File: config.mk
export PLATFORM = sky130hd
export DESIGN_NAME = gate_cmd_sequencer
export DESIGN_NICKNAME = d
export VERILOG_FILES = /design/src/rtl/gate_ctl_pkg.sv /design/src/rtl/gate_cmd_fifo.sv /design/src/rtl/gate_cmd_sequencer.sv
export SDC_FILE = /design/constraint.sdc
export NUM_CORES = 1
export LEC_CHECK = 0
export ABC_CLOCK_PERIOD_IN_PS = 2400
export BUFFER_PORTS_ARGS = -buffer_cell sky130_fd_sc_hd__buf_2
export CORE_UTILIZATION = 45
export DETAILED_ROUTE_END_ITERATION = 16
export GPL_TIMING_DRIVEN = 0
export PLACE_DENSITY = 0.75
export SLEW_MARGIN = 30
export SYNTH_ARGS = -nofsm -noshare
export SYNTH_HDL_FRONTEND = slang
export SYNTH_SLANG_ARGS = --single-unit
File: constraint.sdc
create_clock -name clk -period 2.4 [get_ports clk]
set_input_delay 0.48 -clock clk [delete_from_list [all_inputs] [get_ports clk]]
set_output_delay 0.48 -clock clk [all_outputs]
set_load 0.02 [all_outputs]
File: src/rtl/gate_ctl_pkg.sv
// Shared types for the gate-controller feeder: field widths, sequencer
// state encoding and the packed command word.
package gate_ctl_pkg;

  localparam int SEL_W = 2;
  localparam int A_W   = 4;
  localparam int B_W   = 2;
  localparam int Y_W   = 4;
  localparam int D_W   = 4;

  typedef enum logic [1:0] {
    IDLE   = 2'd0,
    ISSUE  = 2'd1,
    SETTLE = 2'd2,
    DONE   = 2'd3
  } state_t;

  typedef struct packed {
    logic [SEL_W-1:0] sel;
    logic [A_W-1:0]   a;
    logic [B_W-1:0]   b;
  } cmd_t;

  localparam int CMD_W = $bits(cmd_t);

  function automatic cmd_t pack_cmd(logic [SEL_W-1:0] sel, logic [A_W-1:0] a,
                                    logic [B_W-1:0] b);
    cmd_t c;
    c.sel = sel;
    c.a   = a;
    c.b   = b;
    return c;
  endfunction

endpackage

File: src/rtl/gate_cmd_fifo.sv
// Synchronous command FIFO with occupancy count; pushes while full and pops
// while empty are ignored so the count can never over- or underflow.
module gate_cmd_fifo #(
  parameter int DEPTH = 4,
  parameter int WIDTH = 8
) (
  input  logic                     clk,
  input  logic                     rst_n,
  input  logic                     push,
  input  logic                     pop,
  input  logic [WIDTH-1:0]         wdata,
  output logic [WIDTH-1:0]         rdata,
  output logic [$clog2(DEPTH):0]   count,
  output logic                     full,
  output logic                     empty
);

  localparam int PTR_W = $clog2(DEPTH);

  logic [WIDTH-1:0] mem [DEPTH];
  logic [PTR_W-1:0] wr_ptr;
  logic [PTR_W-1:0] rd_ptr;
  logic             do_push;
  logic             do_pop;

  assign full    = (count == (PTR_W+1)'(DEPTH));
  assign empty   = (count == '0);
  assign do_push = push && !full;
  assign do_pop  = pop && !empty;
  assign rdata   = mem[rd_ptr];

  // Storage carries no reset; validity is tracked purely by the count.
  always_ff @(posedge clk) begin
    if (do_push) begin
      mem[wr_ptr] <= wdata;
    end
  end

  // Depth is a power of two, so the pointers wrap by plain overflow.
  always_ff @(posedge clk) begin
    if (!rst_n) begin
      wr_ptr <= '0;
      rd_ptr <= '0;
      count  <= '0;
    end else begin
      if (do_push) begin
        wr_ptr <= wr_ptr + 1'b1;
      end
      if (do_pop) begin
        rd_ptr <= rd_ptr + 1'b1;
      end
      case ({do_push, do_pop})
        2'b10:   count <= count + 1'b1;
        2'b01:   count <= count - 1'b1;
        default: count <= count;
      endcase
    end
  end

endmodule

File: src/rtl/gate_cmd_sequencer.sv
// Stream stage in front of the combinational gate controller: buffers
// commands, presents one at a time, and returns the settled Y/D results.
module gate_cmd_sequencer
  import gate_ctl_pkg::*;
#(
  parameter int FIFO_DEPTH = 4,
  parameter int SETTLE_CYC = 1
) (
  input  logic                          clk,
  input  logic                          rst_n,
  input  logic                          cmd_valid,
  output logic                          cmd_ready,
  input  logic [1:0]                    cmd_sel,
  input  logic [3:0]                    cmd_a,
  input  logic [1:0]                    cmd_b,
  output logic                          ctl_i,
  output logic                          ctl_s1,
  output logic                          ctl_s0,
  output logic [3:0]                    ctl_a,
  output logic [1:0]                    ctl_b,
  input  logic [3:0]                    ctl_y,
  input  logic [3:0]                    ctl_d,
  output logic                          res_valid,
  input  logic                          res_ready,
  output logic [3:0]                    res_y,
  output logic [3:0]                    res_d,
  output logic [1:0]                    res_sel,
  output logic [$clog2(FIFO_DEPTH):0]   fifo_count
);

  localparam int CNT_W = (SETTLE_CYC > 1) ? $clog2(SETTLE_CYC) : 1;

  state_t             state;
  state_t             state_nxt;
  cmd_t               issue_q;
  logic [CNT_W-1:0]   settle_cnt;
  logic               settle_done;
  logic               start_issue;
  logic               capture;
  logic               fifo_full;
  logic               fifo_empty;
  logic [CMD_W-1:0]   fifo_rdata;

  // Held low during reset so nothing presented then can be pushed.
  assign cmd_ready = rst_n && !fifo_full;

  gate_cmd_fifo #(
    .DEPTH (FIFO_DEPTH),
    .WIDTH (CMD_W)
  ) u_fifo (
    .clk   (clk),
    .rst_n (rst_n),
    .push  (cmd_valid && cmd_ready),
    .pop   (start_issue),
    .wdata (pack_cmd(cmd_sel, cmd_a, cmd_b)),
    .rdata (fifo_rdata),
    .count (fifo_count),
    .full  (fifo_full),
    .empty (fifo_empty)
  );

  assign settle_done = (settle_cnt == CNT_W'(SETTLE_CYC - 1));
  assign capture     = (state == SETTLE) && settle_done;

  always_ff @(posedge clk) begin
    if (!rst_n) begin
      state <= IDLE;
    end else begin
      state <= state_nxt;
    end
  end

  // A new command may start only when the result slot is free or is being
  // drained on this same edge.
  always_comb begin
    state_nxt   = state;
    start_issue = 1'b0;
    case (state)
      IDLE: begin
        if (!fifo_empty && (!res_valid || res_ready)) begin
          start_issue = 1'b1;
          state_nxt   = ISSUE;
        end
      end
      ISSUE:   state_nxt = SETTLE;
      SETTLE:  if (settle_done) state_nxt = DONE;
      DONE:    state_nxt = IDLE;
      default: state_nxt = IDLE;
    endcase
  end

  always_ff @(posedge clk) begin
    if (!rst_n) begin
      issue_q <= '0;
    end else if (start_issue) begin
      issue_q <= cmd_t'(fifo_rdata);
    end
  end

  always_ff @(posedge clk) begin
    if (!rst_n) begin
      settle_cnt <= '0;
    end else if (state == ISSUE) begin
      settle_cnt <= '0;
    end else if (state == SETTLE) begin
      settle_cnt <= settle_cnt + 1'b1;
    end
  end

  // A capture on the same edge as a consume keeps the slot full.
  always_ff @(posedge clk) begin
    if (!rst_n) begin
      res_valid <= 1'b0;
      res_y     <= '0;
      res_d     <= '0;
      res_sel   <= '0;
    end else if (capture) begin
      res_valid <= 1'b1;
      res_y     <= ctl_y;
      res_d     <= ctl_d;
      res_sel   <= issue_q.sel;
    end else if (res_valid && res_ready) begin
      res_valid <= 1'b0;
    end
  end

  assign ctl_i  = (state == ISSUE) || (state == SETTLE);
  assign ctl_s1 = issue_q.sel[1];
  assign ctl_s0 = issue_q.sel[0];
  assign ctl_a  = issue_q.a;
  assign ctl_b  = issue_q.b;

endmodule

Word-level counts from Yosys, hierarchy flattened
Memories as Yosys holds them, arrays and structs flattened. A register that Yosys moved wholly into a read port is not among the register bits.
Index checks and enable logic that the tools add are counted.
{"block": "op_classes", "n_addsub": 5, "mul": 0, "div": 0, "order_cmp": 0, "eq_ne": 8, "shifts": 0, "n_mux": 10, "bitwise": 2, "n_reduce_logical": 19}
{"operator": "$pmux W2 S4", "n": 1}
{"operator": "$logic_and A1 B1 Y1", "n": 7}
{"operator": "$eq A2 B2 Y1 const B", "n": 3}
{"operator": "$mux W1", "n": 6}
{"operator": "$pmux W3 S2", "n": 1}
{"operator": "$add A2 B1 Y2 const B", "n": 2}
{"operator": "$eq A2 B1 Y1 const B", "n": 2}
{"operator": "$logic_not A1 Y1", "n": 4}
{"operator": "$mux W2", "n": 2}
{"operator": "$ne A2 B2 Y1 const B", "n": 2}
{"operator": "$reduce_bool A2 Y1", "n": 2}
{"operator": "$add A3 B1 Y3 const B", "n": 1}
{"operator": "$eq A3 B3 Y1 const B", "n": 1}
{"operator": "$logic_not A3 Y1", "n": 1}
{"operator": "$sub A3 B1 Y3 const B", "n": 1}
{"operator": "$logic_not A2 Y1", "n": 1}
{"operator": "$logic_or A1 B1 Y1", "n": 2}
{"operator": "$not A1 Y1", "n": 2}
{"operator": "$reduce_and A2 Y1", "n": 1}
{"operator": "$reduce_or A2 Y1", "n": 1}
{"operator": "$add A1 B1 Y1 const B", "n": 1}
{"block": "word_totals", "register_bits": 21, "latch_bits": 0, "mem_bits_rw": 32, "rom_bits": 0, "inputBits": 20, "output_inout_bits": 24, "elab_cells": 54, "memories": 1}
{"name": "u_fifo.mem", "words": 4, "word_bits": 8, "rd": 1, "rd_ports_with_merged_regs": 1, "wr": 1, "line_no": "gate_cmd_fifo.sv:20", "rtl": "logic [WIDTH-1:0] mem [DEPTH];"}

Depth between registers and ports, before layout
{"block": "depth", "ltp_word": 8, "ltp_mapped": 9, "ltp_nobuf": 9}

Hierarchy
From an unflattened synthesis, not the netlist that was laid out.
{"block": "unflattened", "hier_cells": 204, "area_unflattened_um2": 2605.0}
{"mod": "gate_cmd_fifo", "n_inst": 1, "cells_each": 96, "area_each_um2": 1644.1, "seq_area_each_um2": 1141.1}
{"mod": "gate_cmd_sequencer", "n_inst": 1, "cells_each": 108, "area_each_um2": 960.9, "seq_area_each_um2": 440.4}

Least setup slack after synthesis
OpenSTA, ideal clock, no wires.
{"block": "synth_timing", "kind": "reg2reg", "from": "register u_fifo.count[0]", "to": "register u_fifo.count[2]", "setup_time_ns": 0.070, "t_arrival_ns": 2.280, "t_required_ns": 2.330, "setup_slack_ns": 0.051, "path_stages_with_launch": 9, "n_path_buf": 0, "period_less_slack_ns": 2.349, "cell_sequence": "dfxtp_1 nor2_1 a211oi_2 inv_1 ha_1 fa_1 xnor2_1 or3_1 a21oi_1"}
{"block": "synth_between", "elab_chain_len": 8, "word_cells_on_any_way": 17, "cone_classes": "add/sub (2); eq/ne (3); mux (3); reduce/logical (9)"}
{"element": "start, declared", "line_no": "gate_cmd_fifo.sv:13", "rtl": "output logic [$clog2(DEPTH):0] count,"}
{"element": "start signal, assigned", "line_no": "gate_cmd_fifo.sv:53", "rtl": "2'b10: count <= count + 1'b1;"}
{"element": "start signal, assigned", "line_no": "gate_cmd_fifo.sv:54", "rtl": "2'b01: count <= count - 1'b1;"}
{"element": "start signal, assigned", "line_no": "gate_cmd_fifo.sv:55", "rtl": "default: count <= count;"}
{"element": "$logic_not A3 Y1", "line_no": "gate_cmd_fifo.sv:27", "rtl": "assign empty = (count == '0);"}
{"element": "$logic_not A1 Y1", "line_no": "gate_cmd_fifo.sv:29, gate_cmd_sequencer.sv:80"}
{"element": "$logic_and A1 B1 Y1", "line_no": "gate_cmd_sequencer.sv:80", "rtl": "if (!fifo_empty && (!res_valid || res_ready)) begin"}
{"element": "$mux W1", "line_no": "gate_cmd_sequencer.sv:80"}
{"element": "$mux W1", "line_no": "gate_cmd_sequencer.sv:78", "rtl": "case (state)"}
{"element": "$logic_and A1 B1 Y1", "line_no": "gate_cmd_fifo.sv:29", "rtl": "assign do_pop = pop && !empty;"}
{"element": "$eq A2 B1 Y1 or $eq A2 B2 Y1 (tied branches)", "line_no": "gate_cmd_fifo.sv:52", "rtl": "case ({do_push, do_pop})"}
{"element": "$pmux W3 S2 or $reduce_bool A2 Y1 (tied branches)"}
Several ways; a longest one is shown, not always the timed one.
A chain may end at the register's enable or synchronous reset.

Worst setup path in the final report
{"block": "layout_timing", "from": "register state[0]", "to": "register u_fifo.count[2]"}
{"block": "layout_between", "elab_chain_len": 5, "word_cells_on_any_way": 7, "cone_classes": "eq/ne (2); mux (2); reduce/logical (3)"}
{"element": "start, declared", "line_no": "gate_cmd_sequencer.sv:33", "rtl": "state_t state;"}
{"element": "start signal, assigned", "line_no": "gate_cmd_sequencer.sv:69", "rtl": "state <= state_nxt;"}
{"element": "$logic_not A2 Y1 (*)", "line_no": "gate_cmd_sequencer.sv:78"}
{"element": "$mux W1 (*)", "line_no": "gate_cmd_sequencer.sv:78"}
{"element": "$logic_and A1 B1 Y1 (*)", "line_no": "gate_cmd_fifo.sv:29"}
{"element": "named net u_fifo.do_pop", "line_no": "gate_cmd_fifo.sv:24", "rtl": "logic do_pop;"}
{"element": "$eq A2 B1 Y1 or $eq A2 B2 Y1 (tied branches)", "line_no": "gate_cmd_fifo.sv:52"}
{"element": "$pmux W3 S2 or $reduce_bool A2 Y1 (tied branches)"}
Mark *: on every way through the listed nets, which the timed path passes. The rest lies on a longest branch.

==> impl_results.md <==
- Status: completed
- Post-Syn Nets: 224
- Period utilization: 92.3%
- IO Count: 44
- Final worst slack: between 0.15 and 0.2 ns
- Input/output buffers: 42
- Seq/Total Area, Yosys: about 63%
- Area of the multi-input gates: 833 µm²
- Worst setup EP type: register
- Vias in the first global route: 1508
- Die area: 5750 µm²
- Fin util: 57.4%
- Rel. slew slack: 66.0%
- Clock-pin slew on the worst setup and hold paths: ~0.070 ns
- Mapped Area: ~2500 µm²
- Total Routed Length: 4.54 mm
- CP max stage cell: fa_1
- Detailed-route via count: 1613
- Ant diodes: 0
- Overflow after GRT: 0
- Hold_ws: 0.362 ns
- H-tree level count: 3
- Pre-CTS setup slack: -0.166 ns
- CTS Buf Count: 9
- Min Tclk post-route: 2.22 ns
- VDD IR max: 0.000662 V
- Netlist cell types: 33
- TritonCTS clock tree: built
- Initial Util: between 40% and 50%
- NumNets Final: 281
- Total core area: 5170 µm²
- Syn Area/Cell: around 13 µm²
- Root Driver: clkbuf_8
- Layout cells sized above 1: 30.5%
- DR DRC count: 0
- Via density: about 4.9
- CP Cell Sequence: inv_1, ha_1, inv_1, nor3_4, ha_1, fa_1, xnor2_1, or3_1, a21oi_1
- Initial antenna violation count: 0
- Area after DPL: 2750 µm²
- Worst clock skew: 0.0115 ns
- First-pass GRT wire length: 6.89 mm
- Worst-margin pin slew: 0.510 ns
- Final instance area: 2970 µm²
- Die H: 75.8 µm
- Max-Cap Viols: 0
- CP Launch Type: register
- Max stage delay on crit path: 0.38 ns
- Drt first pass iters: 4
- RSZ-0062 raised after global routing: false
- Seq cells post-synth: 61
- Clock Latency Late Sink: 0.33 ns
- Warning count from the yosys run: 0
- Wire length per cell: 13.9 µm
- CTS sink cnt: around 60
- Total power: 0.00333 W
- Total GRT Usage: between 15 and 20%
- CP Max Fanout: 6
- Arrival time of the worst setup path: 2.47 ns
- Largest net degree at the start of global routing: 12
- DRT antenna net count: 0
- DR iter-0 viols: 71
- Die X: 75.8 µm
- Critical setup path kind: register to register
- Synth Instances: about 190
- Critical Path RT: approximately 2.7 ns
- Sequential cell area: roughly 1500 µm²
- FMAX: 0.451 GHz
- Final Setup Violations: 0
- Rows: 26
- Post-DP HPWL: 3.06 mm
- Syn-to-layout area delta: 21.1%
- Hold Crit Class: primary input to register
- Count of final hold-check violations: 0
- Slew Limit Fails: 0
- Clock Tree Buf Depth: 2
- Gpl congestion: 0.744
- Fillers: 427
- PD cells: 1120 nW/µm²
- Pleak: 1.20 nW
through the flow:
stage	std cells	setup TNS, ns
finish	326	0
global route	326	0
CTS	322	0
detailed placement	306	-0.209
global placement	306	-0.130
floorplan	194	0
synthesized netlist by cell type:
library cell | number | area (µm²)
a211oi_2 | 1 | 12.5
a21oi_1 | 14 | 70.1
a221o_1 | 1 | 10.0
a221oi_1 | 1 | 8.76
and2_1 | 4 | 25.0
buf_1 | 1 | 3.75
buf_2 | 1 | 5.00
buf_4 | 1 | 7.51
clkbuf_1 | 3 | 11.3
clkbuf_2 | 1 | 5.00
dfxtp_1 | 29 | 581
edfxtp_1 | 32 | 961
fa_1 | 1 | 20.0
ha_1 | 9 | 113
inv_1 | 16 | 60.1
inv_2 | 1 | 3.75
mux2i_1 | 5 | 50.1
mux4_2 | 8 | 180
nand2_1 | 33 | 124
nand2b_1 | 3 | 18.8
nand4_1 | 2 | 12.5
nor2_1 | 4 | 15.0
nor2b_1 | 2 | 12.5
nor3_1 | 2 | 10.0
nor3_2 | 1 | 10.0
nor4b_1 | 1 | 8.76
o21ai_0 | 2 | 10.0
o22ai_1 | 8 | 50.1
o31ai_1 | 1 | 7.51
or3_1 | 2 | 12.5
or4_1 | 1 | 7.51
xnor2_1 | 2 | 17.5
xor2_1 | 1 | 8.76
timing repair:
item                       CTS  global route
gates resized for setup      2             3
hold buffers                 0             0
buffers inserted             0             4
pin swaps                    0             2
setup endpoints to repair    2             2
registers in the layout, summed over array words and instances (netlist names):
signal,count
u_fifo.count,3
res_sel,2
settle_cnt,1
u_fifo.rd_ptr,2
ctl_s0,1
res_d,4
u_fifo.mem,32
state,2
ctl_a,4
u_fifo.wr_ptr,2
res_valid,1
ctl_b,2
ctl_s1,1
res_y,4
critical path, delay by kind of cell, from the launching register on:
family	cells	cell delay (ns)
AND/OR/NAND/NOR	2	0.37
buffers and inverters	2	0.24
adder cells (fa/ha/maj)	3	0.92
flip-flops	1	0.34
XOR/XNOR	1	0.14
AO/OA/AOI/OAI	1	0.15
layout make-up:
type	instances	share of cell area [%]
Clock buffer	10	4.30
Tap cell	70	2.95
Multi-Input combinational cell	109	28.1
Sequential cell	61	52.0
Inverter	17	2.15
Buffer	7	1.10
Clock inverter	6	1.35
Timing Repair Buffer	46	8.09
power breakdown:
group | internal, W | total, W | switching, W
sequential | 0.00128 | 0.00141 | 0.000127
clock | 0.000372 | 0.000767 | 0.000395
combinational | 0.000493 | 0.00116 | 0.000669
total | 0.00214 | 0.00333 | 0.00119
metal layers:
layer  global-route usage (%)  wire length, µm  vias to the layer above
met3                     6.48              221                        4
met5                        0                0                        -
li1                         -                -                      801
met1                     20.1             1930                      768
met4                     7.41               39                        0
met2                     28.8             2350                       40
cell families (layout without fill, tap and decap cells):
kind of cell	after synthesis	after routing	synth area share (%)
DFF	61	61	62.9
adders and majority gates	10	10	5.41
muxes	13	13	9.39
buffers and inverters	24	86	3.93
AOI/OAI and AO/OA	28	28	6.89
and+or+nand+nor	55	55	10.5
xor gates and xnor gates	3	3	1.07
final timing paths:
| path | end | from | slack [ns] | cells past startpoint |
|---|---|---|---|---|
| max | u_fifo.count[2] | state[0] | 0.18 | 9 |
| min | u_fifo.mem[1][2] | cmd_a[0] | 0.36 | 1 |
| max reg2reg | u_fifo.count[2] | state[0] | 0.18 | 9 |
| min reg2reg | res_y[2] | res_y[2] | 0.45 | 2 |
layout by cell type (no fill, tap or decap), drive strengths merged, types with 4 or more instances in the layout:
| master | synthesis | final |
|---|---|---|
| clkbuf | 4 | 14 |
| a21oi | 14 | 14 |
| mux4 | 8 | 8 |
| buf | 3 | 49 |
| edfxtp | 32 | 32 |
| nor2 | 4 | 4 |
| nand2 | 33 | 33 |
| inv | 17 | 17 |
| and2 | 4 | 4 |
| mux2i | 5 | 5 |
| dfxtp | 29 | 29 |
| ha | 9 | 9 |
| clkinv | 0 | 5 |
| o22ai | 8 | 8 |
No activity file was read; power rests on OpenSTA's default activity.
